`src/rtl/pulse_meter.sv`:
```
// pulse_meter: measures high time and period of an asynchronous pulse train; PULSE_METER_MINMAX_EN adds min/max period tracking
module pulse_meter #(
  parameter int CNT_W       = 16,
  parameter int SYNC_STAGES = 2
) (
  input  logic             clock,
  input  logic             reset,
  input  logic             signal,
  input  logic             meas_ready,
  output logic             meas_valid,
  output logic [CNT_W-1:0] high_cnt,
  output logic [CNT_W-1:0] period_cnt,
  output logic             sat,
  output logic             overrun,
  output logic [7:0]       pulse_count
`ifdef PULSE_METER_MINMAX_EN
  ,
  output logic [CNT_W-1:0] min_period,
  output logic [CNT_W-1:0] max_period
`endif
);
  localparam logic [CNT_W-1:0] cnt_max = '1;
  localparam logic [CNT_W-1:0] cnt_one = CNT_W'(1);
  typedef enum logic [1:0] {ARM, WAIT_RISE, HIGH, LOW} state_t;
  state_t state, state_nx;
  logic [SYNC_STAGES-1:0] sync, primed;
  logic s, s_d, rise, fall, done, accept;
  logic [CNT_W-1:0] hc, pc, hc_nx, pc_nx, hc_inc, pc_inc;
  logic hc_full, pc_full, sf, sf_nx;
  assign s      = sync[SYNC_STAGES-1];
  assign rise   = s & ~s_d;
  assign fall   = ~s & s_d;
  assign hc_full = hc == cnt_max;
  assign pc_full = pc == cnt_max;
  assign hc_inc = hc_full ? hc : hc + 1'b1;
  assign pc_inc = pc_full ? pc : pc + 1'b1;
  assign accept = done & (~meas_valid | meas_ready);
  // synchronizer chain; primed marks when s reflects a real sample rather than reset zeros
  always_ff @(posedge clock)
    if (reset) begin
      sync   <= '0;
      primed <= '0;
      s_d    <= 1'b0;
    end else begin
      sync   <= {sync[SYNC_STAGES-2:0], signal};
      primed <= {primed[SYNC_STAGES-2:0], 1'b1};
      s_d    <= s;
    end
  // state and measurement counters
  always_ff @(posedge clock)
    if (reset) begin
      state <= ARM;
      hc    <= '0;
      pc    <= '0;
      sf    <= 1'b0;
    end else begin
      state <= state_nx;
      hc    <= hc_nx;
      pc    <= pc_nx;
      sf    <= sf_nx;
    end
  // next state and counter updates; saturating increments latch the sat flag
  always_comb begin
    state_nx = state;
    hc_nx    = hc;
    pc_nx    = pc;
    sf_nx    = sf;
    done     = 1'b0;
    case (state)
      ARM: state_nx = (primed[SYNC_STAGES-1] && !s) ? WAIT_RISE : ARM;
      WAIT_RISE:
        if (rise) begin
          state_nx = HIGH;
          hc_nx    = cnt_one;
          pc_nx    = cnt_one;
          sf_nx    = 1'b0;
        end
      HIGH: begin
        pc_nx    = pc_inc;
        sf_nx    = sf | pc_full | (~fall & hc_full);
        hc_nx    = fall ? hc : hc_inc;
        state_nx = fall ? LOW : HIGH;
      end
      LOW:
        if (rise) begin
          done     = 1'b1;
          state_nx = HIGH;
          hc_nx    = cnt_one;
          pc_nx    = cnt_one;
          sf_nx    = 1'b0;
        end else begin
          pc_nx = pc_inc;
          sf_nx = sf | pc_full;
        end
    endcase
  end
  // result registers and valid/ready handshake; a completion that finds the port stalled is dropped
  always_ff @(posedge clock)
    if (reset) begin
      meas_valid  <= 1'b0;
      high_cnt    <= '0;
      period_cnt  <= '0;
      sat         <= 1'b0;
      overrun     <= 1'b0;
      pulse_count <= '0;
    end else if (accept) begin
      meas_valid  <= 1'b1;
      high_cnt    <= hc;
      period_cnt  <= pc;
      sat         <= sf;
      pulse_count <= pulse_count + 8'd1;
    end else if (done) begin
      overrun <= 1'b1;
    end else if (meas_ready) begin
      meas_valid <= 1'b0;
    end
`ifdef PULSE_METER_MINMAX_EN
  // period extremes track every completion, dropped ones included
  always_ff @(posedge clock)
    if (reset) begin
      min_period <= '1;
      max_period <= '0;
    end else if (done) begin
      min_period <= (pc < min_period) ? pc : min_period;
      max_period <= (pc > max_period) ? pc : max_period;
    end
`endif
endmodule
```
`config.mk`:
```
export PLATFORM = sky130hd
export DESIGN_NAME = pulse_meter
export DESIGN_NICKNAME = d
export VERILOG_FILES = /design/src/rtl/pulse_meter.sv
export SDC_FILE = /design/constraint.sdc
export NUM_CORES = 1
export LEC_CHECK = 0
export ABC_AREA = 1
export BUFFER_PORTS_ARGS = -buffer_cell sky130_fd_sc_hd__buf_4
export CORE_MARGIN = 4
export CORE_UTILIZATION = 46
export DETAILED_ROUTE_END_ITERATION = 8
export PLACE_DENSITY = 0.76
export SLEW_MARGIN = 20
export SYNTH_ARGS = -nofsm -noshare
export SYNTH_HDL_FRONTEND = slang
export SYNTH_SLANG_ARGS = --single-unit
```
`constraint.sdc`:
```
create_clock -name clock -period 2.1 [get_ports clock]
set_input_delay 0.315 -clock clock [delete_from_list [all_inputs] [get_ports clock]]
set_output_delay 0.315 -clock clock [all_outputs]
set_load 0.1 [all_outputs]
```
# After elaboration in Yosys (flattened, before gate mapping)
# Cells that the tools add are included.
# word_totals
word_cells,70
latch_bits,0
in_bits,4
mem_bits_ro,0
memories,0
mem_bits_rw,0
reg_bits,83
# op_classes
n_lt_le_gt_ge,0
bitwise,12
n_eq_ne,10
mul,0
n_div,0
shifts,0
n_reduce_logical,11
add_sub_neg,3
muxes,20
# op_table
operator,count
$mux 16,5
$pmux 16 s3,1
$add 16x1->16 const B,2
$eq 16x16->1 const B,2
$pmux 16 s2,1
$mux 1,10
$add 8x1->8 const B,1
$ne 2x2->1 const B,3
$pmux 2 s3,1
$reduce_and 2->1,3
$not 1->1,5
$and 1x1->1,4
$eq 2x2->1 const B,2
$ne 2x1->1 const B,2
$reduce_and 4->1,1
$reduce_bool 2->1,2
$or 1x1->1,3
$pmux 1 s3,1
$reduce_bool 3->1,1
$eq 2x1->1 const B,1
$logic_not 2->1,1
$mux 2,1
$reduce_or 2->1,1
$logic_and 1x1->1,1
$logic_not 1->1,1

# Longest topological paths before layout
# Gate-level depths: netlist (run 1).
# logic_depth
word_depth,7
mapped_depth,12
ltp_nobuf,12

# Worst setup path before layout (run 1)
# OpenSTA, ideal clock, no wires.
# synth_timing
path_kind,register -> register
from,reg pulse_count[1]
to,reg pulse_count[6]
required_time_ns,1.984
setup_slack_ns,0.130
synth_period_minus_slack_ns,1.970
stages_incl_launch_ff,6
path_buffers,0
arrival_time_ns,1.853
path_cell_list,dfxtp_1 ha_1 nand3_1 nor3_1 a21oi_1 o21a_1
# synth_between
elab_chain_cells,1
# synth_rtl
element,line_no,source
from (decl),15,output logic [7:0] pulse_count
from (signal assigned),111,pulse_count <= pulse_count + 8'd1;
$add 8x1->8,111,
# Every way passes these cells.
# A chain may end at the register's enable or synchronous reset.

# Worst setup path in the final report (run 1)
# layout_timing
from,reg hc[0]
to,reg hc[11]
# layout_between
elab_chain_cells,4
# layout_rtl
element,line_no,source
from (decl),28,"logic [CNT_W-1:0] hc, pc, hc_nx, pc_nx, hc_inc, pc_inc;"
from (signal assigned),58,hc <= hc_nx;
$add 16x1->16,35,assign hc_inc = hc_full ? hc : hc + 1'b1;
$mux 16,35,
$mux 16,81,hc_nx = fall ? hc : hc_inc;
$pmux 16 s2,69,case (state)
# Parallel ways exist; a longest one is shown, timed or not. The select of a mux whose other input is x is not followed.

==> results by group, run 1 <==
Run status
  • Status: finished, final reports clean

STA
  • Final setup viols: 0
  • Layout Skew: 0.0118 ns
  • Total Negative Setup Slacks: 0 ns
  • Worst-Margin Slew: 0.670 ns
  • Final Max Slew Viols: 0
  • Rel. slew slack: 55.3%
  • Tcrit/Tclk final: 84.5%
  • Final Hold Fails: 0
  • Min Tclk post-route: 1.77 ns
  • Unrepaired setup endpoints after global routing: no
  • Fmax achieved: 564 MHz

Synth
  • Register area share after synthesis: 44.8%
  • Post-synthesis register bit count: 83
  • Syn_nets: 525
  • Distinct cell type count after synthesis: 37
  • Synthesized netlist cell count: 518
  • YS warnings: 0
  • Synthesized area per cell: 7.16 µm²
  • Synth Cell Area: 3710 µm²

Power and ir drop
  • Peak supply drop: 0.000311 V
  • Sw Share: 24.9%
  • Flop pwr share: 57.6%
  • Clock group share of total power: 39.1%
  • Pwr/cell area: 645 nW/µm²
  • Cell internal pwr: 2.08 mW
  • Leakage: 1.67 nW
  • Switch Pwr: 0.691 mW
  • Gate power share: 3.3%

Worst setup path
  • Data arrival, critical path: 2.03 ns
  • Critical Path RT: 2.35 ns
  • Largest stage delay, worst path: 0.45 ns
  • Crit path max-delay family: simple AND/OR/NAND/NOR gates
  • Worst setup EP type: register
  • Worst Setup SP: hc[0]$_SDFFE_PP0P_
  • Critical path, cell by cell: ha_1 -> nand2_1 -> inv_1 -> nand2_2 -> clkinv_2 -> nand3_4 -> nand2_4 -> inv_4 -> nand2_1 -> nand2_1 -> nand2_1 -> nor2_1
  • R2r startpoint: hc[0]$_SDFFE_PP0P_
  • Crit-path slowest cell: dfxtp_1
  • Flop2flop setup slack: 0.33 ns
  • Setup Crit Path Kind: register to register
  • Crit-path max FO: 15
  • Nature of the critical path startpoint: register
  • Most common cell on crit path: nand2_1
  • CP Buf/Inv Count: 3

Job
  • Max-cap violations: 0

Clock tree
  • Skew-Pair Late Insertion Delay: 0.36 ns
  • CTS tree: done
  • Post-CTS setup buffers: 0
  • H-tree levels: 3
  • TritonCTS buffer count: 9
  • Clock Sinks: 83
  • Clock Path Buffers: 2
  • Post_cts resized: 0
  • Clk slew on worst S/H paths: 0.09 ns
  • Post-CTS Hold Buffers: 0
  • Clk root buf: clkbuf_8

Worst hold path
  • Hold path start: signal
  • Worst min-delay path class: input port to register

Final layout
  • N_diodes: 0
  • Register area: 1660 µm²
  • Final instance area: 4300 µm²
  • Commonest non-fill, non-tap cell in the layout: nand2_1
  • Footprint of the multi-input gates: 1720 µm²
  • Most frequent cells in the layout: nand2_1 (123), dfxtp_1 (83), nor2_1 (74), a21oi_1 (53)
  • Layout cell share with drive strength beyond 1: 15.9%
  • NumNets Final: 568
  • Area grow syn2layout: 15.8%
  • Fillers: 777
  • Final Non-Filler Cells: 668

Detailed routing
  • Routed WL: 8480 µm
  • Via count: 3395
  • Routed WL per cell: 12.7 µm
  • Post-route ant nets: 0
  • 1st-pass router iterations: 4
  • Initial DRC count: 181
  • Vias per inst: 5.08
  • Remaining DRCs: 0

Placement
  • Placed insts: 652
  • HPWL Detailed: 6150 µm
  • Gpl congestion: 0.935
  • Port Buffers: 46
  • Placed Area: 4110 µm²

Global route
  • First-pass GRT wire length: 14700 µm
  • All-layer global routing usage: 18.5%
  • Vias in the first global route: 3087
  • Largest net degree at the start of global routing: 35
  • GRT Residual Overflow: 0
  • Initial antenna violation count: 0

Floorplan
  • Total core area: 7770 µm²
  • Initial core utilization: 47.8%
  • Ports: 47
  • Die W: 97.8 µm
  • Die area: 9570 µm²
  • Rows: 32
  • Chip height: 97.8 µm
-- layer usage --
| metal | vias up | global-route usage, % | routed length, µm |
|---|---|---|---|
| met5 | - | 0 | 0 |
| met4 | 0 | 8.31 | 198 |
| met3 | 20 | 4.00 | 536 |
| met2 | 98 | 28.5 | 3640 |
| met1 | 1523 | 24.9 | 4100 |
| li1 | 1754 | - | - |
-- state kept, by name (all words and copies together), names as in the netlist --
signal and count:
pc 16, hc 16, sf 1, period_cnt 16, high_cnt 16, s_d 1, sync 2, pulse_count 8
state 2, primed 2, meas_valid 1, sat 1, overrun 1
-- through the flow --
stage,power (mW),setup WS [ns],hold WS (ns),util (%)
global placement,1.72,0.151,0.394,52.9
global route,2.87,0.149,0.187,55.3
floorplan,1.71,0.130,0.388,-
detailed placement,1.72,0.131,0.396,52.9
finish,2.77,0.325,0.153,55.3
CTS,2.79,0.111,0.152,55.3
-- worst min-delay path: cells and delay by family --
family	cells	cell delay, ns
buffers and inverters	2	0.11
AND/OR/NAND/NOR	1	0.06
-- power by group through the flow --
stage / Sequential, mW / Combinational [mW] / Clock, mW
6_report: 1.60 / 0.0907 / 1.08
3_5_place_dp: 1.63 / 0.0907 / 0
4_1_cts: 1.60 / 0.0908 / 1.11
3_3_place_gp: 1.63 / 0.0899 / 0
5_1_grt: 1.60 / 0.105 / 1.17
2_1_floorplan: 1.63 / 0.0775 / 0
-- cell type report --
| type | count | area share (%) |
|---|---|---|
| flip-flops and latches | 83 | 38.7 |
| clock buffers | 10 | 3.20 |
| repair buffers | 51 | 9.20 |
| well taps | 102 | 2.97 |
| inverters | 54 | 4.83 |
| clock inverters | 6 | 1.11 |
| multi-input cells | 362 | 40.0 |
-- cell usage after synthesis (all sizes together) --
cell type | n | area share (%)
a21oi | 53 | 7.1
a31oi | 3 | 0.51
and3 | 2 | 0.34
buf | 11 | 2.6
clkbuf | 8 | 0.81
clkinv | 2 | 0.27
dfxtp | 83 | 45
ha | 3 | 1.0
inv | 52 | 5.3
nand2 | 127 | 13
nand3 | 30 | 4.8
nand3b | 1 | 0.20
nand4 | 13 | 2.4
nor2 | 81 | 8.6
nor3 | 7 | 1.1
nor3b | 1 | 0.20
o211ai | 2 | 0.40
o21a | 1 | 0.20
o21ai | 27 | 3.6
o21bai | 3 | 0.71
or2 | 1 | 0.17
xnor2 | 1 | 0.24
xor2 | 6 | 1.4
-- final timing paths --
kind                           to  cells after the start
min reg2reg  primed[1]$_SDFF_PP0_                      2
max reg2reg   hc[11]$_SDFFE_PP0P_                     12
min            sync[0]$_SDFF_PP0_                      3
max           hc[11]$_SDFFE_PP0P_                     12
-- cell families after synthesis --
group | count (synthesis) | share of synthesized area, %
compound gates | 89 | 12.6
xor+xnor | 7 | 1.65
fa+ha+maj | 3 | 1.01
buf+inv | 73 | 8.97
flops | 83 | 44.8
simple gates | 263 | 31.0
No activity file was read; power rests on OpenSTA's default activity.
==> run 2: changes to the inputs <==
--- a/config.mk
+++ b/config.mk
@@ -10,7 +10,7 @@
 export CORE_MARGIN = 4
 export CORE_UTILIZATION = 46
 export DETAILED_ROUTE_END_ITERATION = 8
-export PLACE_DENSITY = 0.76
+export PLACE_DENSITY = 0.78
 export SLEW_MARGIN = 20
 export SYNTH_ARGS = -nofsm -noshare
 export SYNTH_HDL_FRONTEND = slang
==> constraint.sdc (replaced) <==
create_clock -name clock -period 1.5 [get_ports clock]
set_input_delay 0.225 -clock clock [delete_from_list [all_inputs] [get_ports clock]]
set_output_delay 0.225 -clock clock [all_outputs]
set_load 0.1 [all_outputs]
==> run 2 against run 1 <==
  * Largest power group unchanged
  * Largest cell class unchanged
  * Core utilization grew 7.7 points
  * Die area did not move
  * Critical endpoint is now hc[14]$_SDFFE_PP0P_
  * The flow now finishes with violations (negative setup slack)
  * First-iteration DRC count grew 56%
==> results by group, run 2 (synthesized netlist as in run 1, its figures left out) <==
STA
  • Worst-Margin Slew: 0.308 ns (was 0.670 ns)
  • Fmax achieved: 664 MHz (was 564 MHz)
  • Tcrit/Tclk final: 100% (was 84.5%)
  • Final Hold Fails: 0 (unchanged)
  • Layout Skew: 0.00966 ns (was 0.0118 ns)
  • Total Negative Setup Slacks: -0.00609 ns (was 0 ns)
  • Min Tclk post-route: 1.51 ns (was 1.77 ns)
  • Rel. slew slack: 79.5% (was 55.3%)
  • Final Max Slew Viols: 0 (unchanged)
  • Final setup viols: 1 (was 0)
  • Final worst setup slack: -0.00609 ns (was 0.325 ns)

Power and ir drop
  • Peak supply drop: 0.000416 V (was 0.000311 V)
  • Pwr/cell area: 786 nW/µm² (was 645 nW/µm²)
  • Leakage: 1.98 nW (was 1.67 nW)

Final layout
  • Fillers: 690 (was 777)
  • NumNets Final: 616 (was 568)
  • Area grow syn2layout: 32.0% (was 15.8%)
  • Final instance area: 4900 µm² (was 4300 µm²)
  • N_diodes: 0 (unchanged)
  • Most frequent cells in the layout: nand2_1 (116), buf_4 (91), nor2_1 (67), dfxtp_1 (63), a21oi_1 (51) (was nand2_1 (123), dfxtp_1 (83), nor2_1 (74), a21oi_1 (53))
  • Commonest non-fill, non-tap cell in the layout: nand2_1 (unchanged)
  • Layout cell share with drive strength beyond 1: 29.4% (was 15.9%)

Global route
  • Initial antenna violation count: 0 (unchanged)
  • GRT Residual Overflow: 0 (unchanged)
  • Met3 Use GR: 4.29% (was 4.00%)
  • Vias in the first global route: 3512 (was 3087)
  • Largest net degree at the start of global routing: 50 (was 35)
  • Met1 Use GR: 27.9% (was 24.9%)
  • GRT met2 Usage: 30.5% (was 28.5%)
  • First-pass GRT wire length: 16100 µm (was 14700 µm)
  • All-layer global routing usage: 20.1% (was 18.5%)
  • GRT busiest layer: met2 (unchanged)

Floorplan
  • Die W: 97.8 µm (unchanged)
  • Initial core utilization: 47.8% (unchanged)
  • Die area: 9570 µm² (unchanged)
  • Rows: 32 (unchanged)
  • Chip height: 97.8 µm (unchanged)
  • Total core area: 7770 µm² (unchanged)
  • Ports: 47 (unchanged)

Clock tree
  • TritonCTS buffer count: 9 (unchanged)
  • CTS tree: done (unchanged)
  • Clk root buf: clkbuf_8 (unchanged)
  • Post-CTS Hold Buffers: 0 (unchanged)
  • Clock Path Buffers: 2 (unchanged)
  • Clock Sinks: 83 (unchanged)
  • Clk slew on worst S/H paths: 0.08 ns (was 0.09 ns)
  • Skew-Pair Late Insertion Delay: 0.36 ns (about the same)
  • H-tree levels: 3 (unchanged)

Worst setup path
  • Critical Path RT: 1.74 ns (was 2.35 ns)
  • Crit-path max FO: 3 (was 15)
  • Setup Crit Path Kind: register to register (unchanged)
  • Data arrival, critical path: 1.74 ns (was 2.03 ns)
  • Flop2flop setup slack: -0.006 ns (was 0.33 ns)
  • Nature of the critical path startpoint: register (unchanged)
  • Worst setup EP type: register (unchanged)

Detailed routing
  • 1st-pass router iterations: 7 (was 4)
  • Remaining DRCs: 0 (unchanged)
  • Routed WL: 10200 µm (was 8480 µm)
  • Initial DRC count: 283 (was 181)
  • Routed WL per cell: 14.3 µm (was 12.7 µm)
  • Vias per inst: 5.33 (was 5.08)
  • Via count: 3812 (was 3395)
  • Post-route ant nets: 0 (unchanged)

Placement
  • Gpl congestion: 0.892 (was 0.935)
  • Port Buffers: 46 (unchanged)
  • HPWL Detailed: 6750 µm (was 6150 µm)
  • Placed Area: 4420 µm² (was 4110 µm²)

Job
  • Max-cap violations: 0 (unchanged)

Worst hold path
  • Worst min-delay path class: input port to register (unchanged)

Run status
  • Status: finished, violations left (was finished, final reports clean)
  • Failing checks: negative setup slack
[run 2: changes by cell type in the layout (fill, tap and decap cells not counted), sizes merged]
cell and change:
nand2 +1, clkinv -1, clkbuf +1, buf +45, clkinvlp +1
[run 2: worst paths after layout]
kind                      startpoint                   to  cells past startpoint
setup / recovery  hc[1]$_SDFFE_PP0P_  hc[14]$_SDFFE_PP0P_                      8
hold reg to reg   sync[0]$_SDFF_PP0_   sync[1]$_SDFF_PP0_                      2
setup reg to reg  hc[1]$_SDFFE_PP0P_  hc[14]$_SDFFE_PP0P_                      8
hold / removal                signal   sync[0]$_SDFF_PP0_                      3
[run 2: power by group]
part,internal [mW],switching [mW]
clock,0.628,0.781
sequential,2.22,0.0168
combinational,0.0787,0.131
total,2.92,0.928
[run 2: critical path: stages, from the launching register on]
cell	delay [ns]
dfxtp_4	0.37
ha_4	0.14
nand2_2	0.05
inv_2	0.07
nand2_4	0.06
nor3_1	0.21
nand3_2	0.16
o21ai_0	0.24
nor2_1	0.10
[run 2: metrics by stage]
stage               total power [mW]  utilization (%)  worst slack [ns]  cells  hold WS [ns]
detailed placement              2.44             56.9           -0.0459    690         0.399
floorplan                       2.39                -           -0.0792    518         0.332
finish                          3.85             63.1          -0.00609    715        0.0874
global route                    4.00             63.1           -0.0281    715        0.0832
global placement                2.44             56.9            0.0177    690         0.398
CTS                             3.85             60.0           -0.0379    709        0.0772
[run 2: repair_timing]
action	4_1_cts	5_1_grt
endpoints found under the setup margin	19	66
pin swaps	2	20
gates resized for setup	12	49
gates cloned	1	2
buffers inserted	3	5
[run 2: layout make-up]
type | instances | area, µm² | share of cell area, %
sequential | 83 | 1700 | 34.6
inverter | 54 | 223 | 4.55
timing repair buffer | 97 | 791 | 16.1
clock buffer | 10 | 138 | 2.81
timing repair inverter | 1 | 8.76 | 0.179
multi-input combinational | 363 | 1880 | 38.5
clock inverter | 5 | 30.0 | 0.613
tap | 102 | 128 | 2.61
[run 2: layer usage]
metal / share of wire [%] / vias to the layer above
met4: 1.9 / 0
li1: - / 1852
met2: 46 / 162
met1: 45 / 1776
met5: 0 / -
met3: 6.8 / 22
